## src/rtl/ripple_capture_pkg.sv

```systemverilog
// Shared types and constants for the ripple counter capture stage.
package ripple_capture_pkg;

  typedef enum logic [1:0] {
    IDLE   = 2'd0,
    SETTLE = 2'd1,
    HOLD   = 2'd2
  } state_t;

  localparam int SYNC_STAGES = 2;

  // Wide enough for STABLE up to 15 and TIMEOUT up to 255.
  localparam int STAB_W = 4;
  localparam int WAIT_W = 8;

endpackage

```

## src/rtl/ripple_sync.sv

```systemverilog
// Per-bit multi-flop synchronizer bringing the ripple counter into the clk domain.
module ripple_sync
  import ripple_capture_pkg::*;
#(
  parameter int WIDTH = 4
) (
  input  logic             clk,
  input  logic             rstn,
  input  logic [WIDTH-1:0] d,
  output logic [WIDTH-1:0] q
);

  genvar gi;
  generate
    for (gi = 0; gi < WIDTH; gi++) begin : g_bit
      logic [SYNC_STAGES-1:0] chain_reg;

      always_ff @(posedge clk or negedge rstn) begin
        if (!rstn) begin
          chain_reg <= '0;
        end else begin
          chain_reg <= {chain_reg[SYNC_STAGES-2:0], d[gi]};
        end
      end

      assign q[gi] = chain_reg[SYNC_STAGES-1];
    end
  endgenerate

endmodule

```

## src/rtl/ripple_count_capture.sv

```systemverilog
// Captures a settled ripple counter value and presents it with the wrap-aware
// delta since the previous capture over a valid/ready handshake.
module ripple_count_capture
  import ripple_capture_pkg::*;
#(
  parameter int SIZE    = 4,
  parameter int STABLE  = 3,
  parameter int TIMEOUT = 16
) (
  input  logic            clk,
  input  logic            rstn,
  input  logic [SIZE-1:0] cnt_in,
  input  logic            req,
  output logic            busy,
  output logic            out_valid,
  input  logic            out_ready,
  output logic [SIZE-1:0] out_cnt,
  output logic [SIZE-1:0] out_delta,
  output logic            out_timeout
);

  localparam logic [STAB_W-1:0] STAB_MAX = STAB_W'(STABLE - 1);
  localparam logic [WAIT_W-1:0] WAIT_MAX = WAIT_W'(TIMEOUT - 1);

  state_t            state_reg;
  state_t            state_next;
  logic [SIZE-1:0]   sync_q;
  logic [SIZE-1:0]   prev_q;
  logic [SIZE-1:0]   last_cnt;
  logic [STAB_W-1:0] stab_cnt;
  logic [WAIT_W-1:0] wait_cnt;
  logic              stable;
  logic              capture;

  ripple_sync #(
    .WIDTH (SIZE)
  ) u_sync (
    .clk  (clk),
    .rstn (rstn),
    .d    (cnt_in),
    .q    (sync_q)
  );

  assign stable  = (stab_cnt == STAB_MAX);
  // Stability wins over timeout; out_timeout only records a forced capture.
  assign capture = (state_reg == SETTLE) && (stable || (wait_cnt == WAIT_MAX));

  always_comb begin
    state_next = state_reg;
    unique case (state_reg)
      IDLE:    if (req) state_next = SETTLE;
      SETTLE:  if (capture) state_next = HOLD;
      HOLD:    if (out_ready) state_next = IDLE;
      default: state_next = IDLE;
    endcase
  end

  always_ff @(posedge clk or negedge rstn) begin
    if (!rstn) begin
      state_reg <= IDLE;
    end else begin
      state_reg <= state_next;
    end
  end

  // Stability tracking runs in every state so a steady input is ready at once.
  always_ff @(posedge clk or negedge rstn) begin
    if (!rstn) begin
      prev_q   <= '0;
      stab_cnt <= '0;
    end else begin
      prev_q <= sync_q;
      if (sync_q != prev_q) begin
        stab_cnt <= '0;
      end else if (stab_cnt != STAB_MAX) begin
        stab_cnt <= stab_cnt + 1'b1;
      end
    end
  end

  always_ff @(posedge clk or negedge rstn) begin
    if (!rstn) begin
      wait_cnt <= '0;
    end else if ((state_reg == IDLE) && req) begin
      wait_cnt <= '0;
    end else if (state_reg == SETTLE) begin
      wait_cnt <= wait_cnt + 1'b1;
    end
  end

  always_ff @(posedge clk or negedge rstn) begin
    if (!rstn) begin
      out_cnt     <= '0;
      out_delta   <= '0;
      out_timeout <= 1'b0;
      last_cnt    <= '0;
    end else if (capture) begin
      out_cnt     <= sync_q;
      out_delta   <= sync_q - last_cnt;
      out_timeout <= !stable;
      last_cnt    <= sync_q;
    end
  end

  assign busy      = (state_reg != IDLE);
  assign out_valid = (state_reg == HOLD);

endmodule

```

## config.mk

```make
export PLATFORM = sky130hd
export DESIGN_NAME = ripple_count_capture
export DESIGN_NICKNAME = d
export VERILOG_FILES = /design/src/rtl/ripple_capture_pkg.sv /design/src/rtl/ripple_sync.sv /design/src/rtl/ripple_count_capture.sv
export SDC_FILE = /design/constraint.sdc
export NUM_CORES = 1
export LEC_CHECK = 0
export ABC_AREA = 1
export ABC_CLOCK_PERIOD_IN_PS = 1400
export CORE_MARGIN = 2
export CORE_UTILIZATION = 47
export CTS_CLUSTER_SIZE = 24
export DETAILED_ROUTE_END_ITERATION = 8
export PLACE_DENSITY = 0.72
export SYNTH_ARGS = -nofsm -noshare
export SYNTH_HDL_FRONTEND = slang
export SYNTH_HIERARCHICAL = 1
export SYNTH_SLANG_ARGS = --single-unit
```

## constraint.sdc

```tcl
create_clock -name clk -period 1.4 [get_ports clk]
set_input_delay 0.35 -clock clk [delete_from_list [all_inputs] [get_ports clk]]
set_output_delay 0.35 -clock clk [all_outputs]
set_load 0.05 [all_outputs]
```

After elaboration in Yosys (flattened, before gate mapping)
Index checks and enable logic that the tools add are counted.

Muxes and demuxes: 8. $add $sub $neg: 3. Equality and inequality tests: 9. Reduce and logical (&&, ||, !) cells: 9.

Operators with widths (count): 8-bit two-way mux (2); 8-bit by 1-bit adder with 8-bit output (second input constant) (1); 8-bit by 4-bit == test with 1-bit output (second input constant) (1); 4-bit two-way mux (2); 2-bit two-way mux (3); 2-bit case mux with 3 select lines (1); 2-bit nonzero test (3); 4-bit by 1-bit adder with 4-bit output (second input constant) (1); 4-bit by 2-bit == test with 1-bit output (second input constant) (1); 2-bit != test (second input constant) (2); 4-bit by 2-bit != test with 1-bit output (second input constant) (1); 4-bit != test (1); 4-bit subtractor (1); 3-bit AND reduction (1); 2-bit by 1-bit == test with 1-bit output (second input constant) (1); 2-bit == test (second input constant) (1); 1-bit logical AND (2); 2-bit zero test (1); 2-bit by 1-bit != test with 1-bit output (second input constant) (1); 1-bit zero test (1); 1-bit logical OR (1).

Logic and storage cells: 40. Register bits after elaboration: 35. Bits of input ports: 8. Output and inout port bits: 11.

Logic depth before layout (Yosys ltp)
Depth after elaboration: 5. Mapped depth: 10. Mapped depth without buffers: 9.

Cells and area by module
Netlist, hierarchy kept.

Modules (own cells, without submodules): ripple_count_capture (cells each 161, seq. area each 675.6 um2, area an instance 1370.1 um2, times used 1); ripple_sync (cells each 12, seq. area each 200.2 um2, area an instance 230.2 um2, times used 1).

Least setup slack after synthesis
OpenSTA, ideal clock, no wires.

Path kind: register -> register. From: reg last_cnt[0]. To: reg out_delta[2]. Library setup time: 0.119 ns. Setup slack: -0.258 ns. Clock period less this slack: 1.658 ns. Arrival: 1.539 ns. Stages on the path, launching flop included: 7. Buffers on the path: 0. Path through: dfrtp_1 ha_1 inv_1 fa_1 xor2_1 nand3_1 nand2_1.

Longest elaborated chain between the ends: 1.

RTL lines: start: declaration (line ripple_count_capture.sv:29) `logic [SIZE-1:0] last_cnt;`; start signal: assignment (line ripple_count_capture.sv:101) `last_cnt <= sync_q;`; 4-bit subtractor (line ripple_count_capture.sv:99) `out_delta <= sync_q - last_cnt;`; end signal: assignment (line ripple_count_capture.sv:99); end: declaration (line ripple_count_capture.sv:18) `output logic [SIZE-1:0] out_delta,`.

No other way between the ends. A chain may end at the register's enable or synchronous reset.

Final worst setup path
From: reg state_reg[0]. To: out out_valid.

Longest elaborated chain between the ends: 1.

RTL lines: start: declaration (line ripple_count_capture.sv:25) `state_t state_reg;`; start signal: assignment (line ripple_count_capture.sv:62) `state_reg <= state_next;`; 2-bit == test (line ripple_count_capture.sv:106) `assign out_valid = (state_reg == HOLD);`; end: declaration (line ripple_count_capture.sv:15) `output logic out_valid,`.

No other way between the ends.

==> results.json <==
{
  "synth_top_family_by_area": "simple AND/OR/NAND/NOR gates",
  "worst_setup_path_end_kind": "output pin",
  "core_um2": 3311,
  "routed_via_density": 4.900,
  "initial_core_util": 0.4834,
  "pin_count": 19,
  "grt_pass1_wl_um": 5306,
  "synthAdderAreaFrac": 0.05942,
  "finalWorstSetupSlack_ns": -0.04128,
  "cts-root-buf": "clkbuf_4",
  "setup_tns_ns": -0.07506,
  "slowest_delay_ns": 0.44,
  "tritoncts": "yes",
  "synth-simple-area-share": 0.2166,
  "synth-main-ff-cell": "dfrtp_1",
  "hold_class": "reg2reg",
  "numClockSinks": 35,
  "synth-seq-cells": 35,
  "ys_types": 21,
  "place_ws_ns": 0.01313,
  "status": "finished, violations left",
  "die_width_um": 62.35,
  "synth_compound_area_frac": 0.05317,
  "antenna_found_initial": 0,
  "power_density_nw_per_um2": 2083,
  "grt.busiest_layer": "met2",
  "finalCriticalPeriod_ns": 1.441,
  "muxShareOfSynthArea": 0,
  "worstSetupPathType": "reg2out",
  "async_flop_share": 1.000,
  "cts_buffers": 5,
  "violations": "setup timing",
  "crit_required_ns": 1.05,
  "crit_family": "flip-flops",
  "wirelength_um": 2991,
  "synth-xor-area-share": 0.04378,
  "cts.htree.levels": 2,
  "cts_buffer_depth": 2,
  "period_share": 1.029,
  "hold_viol": 0,
  "first_pass_iters": 4,
  "reg2reg_setup_slack_ns": 0.06,
  "grtUsageMet1": 0.2002,
  "synth_area_um2": 1600,
  "chipHeight_um": 62.35,
  "synthCells": 173,
  "finClkSkew_ns": 0.007894,
  "num_rows": 21,
  "yosysMostFrequentCell": "nand2_1",
  "gp_congestion": 0.8072,
  "post-synth-top-area-cell": "dfrtp_1",
  "clk_pin_slew_ns": 0.11,
  "drive_above_1_share": 0.2353,
  "syn2layout_area_growth_pct": 32.13,
  "die_area_um2": 3888,
  "ant_nets": 0,
  "met3_usage": 0.05254,
  "clkLatencyLatePin_ns": 0.34,
  "drc": 0,
  "rsz0062_at_grt": "true",
  "leakagePower_nw": 1.017,
  "relSlewSlack": 0.8518,
  "timing.fmax_ghz": 0.6938,
  "gr-usage-met2": 0.3084,
  "vias": 1225,
  "syn_nets": 188,
  "tightest_slew_ns": 0.2216,
  "io_buffers": 18,
  "wire_per_inst_um": 11.96,
  "setup_viol": 2,
  "cp.buffers_inverters": 1,
  "cp_slowest_cell": "dfrtp_2",
  "worstPathMaxFanout": 4,
  "cp.arrival_ns": 1.09,
  "ys_seq_area_frac": 0.5473,
  "start_kind": "flip-flop",
  "ys_top_cells_by_count": "43 x nand2_1, 35 x dfrtp_1, 21 x inv_1, 18 x nand3_1, 14 x nor2_1",
  "cap_violations": 0,
  "drtIter0Drc": 90,
  "grt_pass1_vias": 1211,
  "grt_max_degree": 36,
  "yosysWarnings": 6,
  "dp.final_hpwl_um": 2204,
  "slew_violations": 0,
  "fin_nets": 218,
  "synth_top_cell_area_share": 0.5473,
  "diodes": 0,
  "crit_chain": "nor2_2 > buf_12",
  "synthTopCellsByArea": "dfrtp_1 55%, nand2_1 10%, nand3_1 5.6%, inv_1 4.9%, ha_1 4.7%",
  "grtUsageTotal": 0.1757,
  "ir_worst_vdd_v": 0.0008412,
  "synthesis.area_per_instance_um2": 9.250,
  "grt-ovfl-total": 0,
  "synth-edff-count": 0
}
## layout by cell type, fill, tap and decap left out, drive strengths merged
cell / instances
nand2: 44
nor2: 14
nand3b: 1
a21oi: 3
xnor2: 4
nand4: 3
fa: 1
o21ai: 10
inv: 21
a22o: 1
clkinv: 1
clkdlybuf4s50: 7
clkbuf: 7
ha: 6
xor2: 4
o31ai: 1
buf: 22
dfrtp: 35
nand3: 19
## per-layer routing
metal | wire (um) | up-vias
li1 | - | 604
met5 | 0 | -
met1 | 1263 | 586
met3 | 139 | 5
met4 | 55 | 0
met2 | 1533 | 30
## worst register-to-register path, stage by stage, from the launching register on
cell     delay (ns)
dfrtp_1        0.40
inv_2          0.07
ha_4           0.12
inv_2          0.04
fa_2           0.35
xor2_1         0.15
nand3_1        0.07
nand2_1        0.06
## metrics by stage
step / utilization / std cells / total power (W) / hold WS [ns] / area [um^2]
after floorplan: - / 173 / 0.002837 / 0.05441 / 1643
after global placement: 0.6107 / 240 / 0.003705 / 0.3333 / 2022
after detailed placement: 0.6107 / 240 / 0.003786 / 0.3373 / 2022
after CTS: 0.6315 / 249 / 0.004380 / 0.3614 / 2091
after global routing: 0.6387 / 250 / 0.004712 / 0.3746 / 2115
final: 0.6387 / 250 / 0.004404 / 0.3597 / 2115
## final timing paths
path,from,endpoint,cells after the start
max,state_reg[0],out_valid,2
max in group asynchronous,rstn,state_reg[0],2
min,u_sync/g_bit[3].chain_reg[0],u_sync/g_bit[3].chain_reg[1],0
min reg2reg,u_sync/g_bit[3].chain_reg[0],u_sync/g_bit[3].chain_reg[1],0
max reg2reg,u_sync/g_bit[0].chain_reg[1],out_delta[2],7
min in group asynchronous,rstn,u_sync/g_bit[3].chain_reg[1],2
## power breakdown
group | switching (W) | internal [W] | leakage [nW]
combinational | 0.00120 | 0.00101 | 0.552
clock | 0.000334 | 0.000243 | 0.0353
sequential | 0.000320 | 0.00130 | 0.430
total | 0.00185 | 0.00255 | 1.02
## repair_timing
item | CTS | global route
pin swaps | 1 | 0
gates resized for setup | 1 | 8
setup endpoints to repair | 2 | 11
buffers inserted | 1 | 1
hold buffers | 0 | 0
## logic make-up after synthesis
| kind of cell | after synthesis |
|---|---|
| buffers and inverters | 27 |
| flip-flops | 35 |
| adder cells (fa/ha/maj) | 7 |
| XOR/XNOR | 8 |
| AO/OA/AOI/OAI | 15 |
| AND/OR/NAND/NOR | 81 |
## area by class of cell
cell class                 instances  area, um^2
multi-input combinational        111       648.1
sequential                        35       880.8
fill                             274        1196
tap                               46       57.56
inverter                          21       78.83
timing repair buffer              29       389.1
clock inverter                     1       5.005
clock buffer                       7       55.05
(Power assumes the default switching activity.)
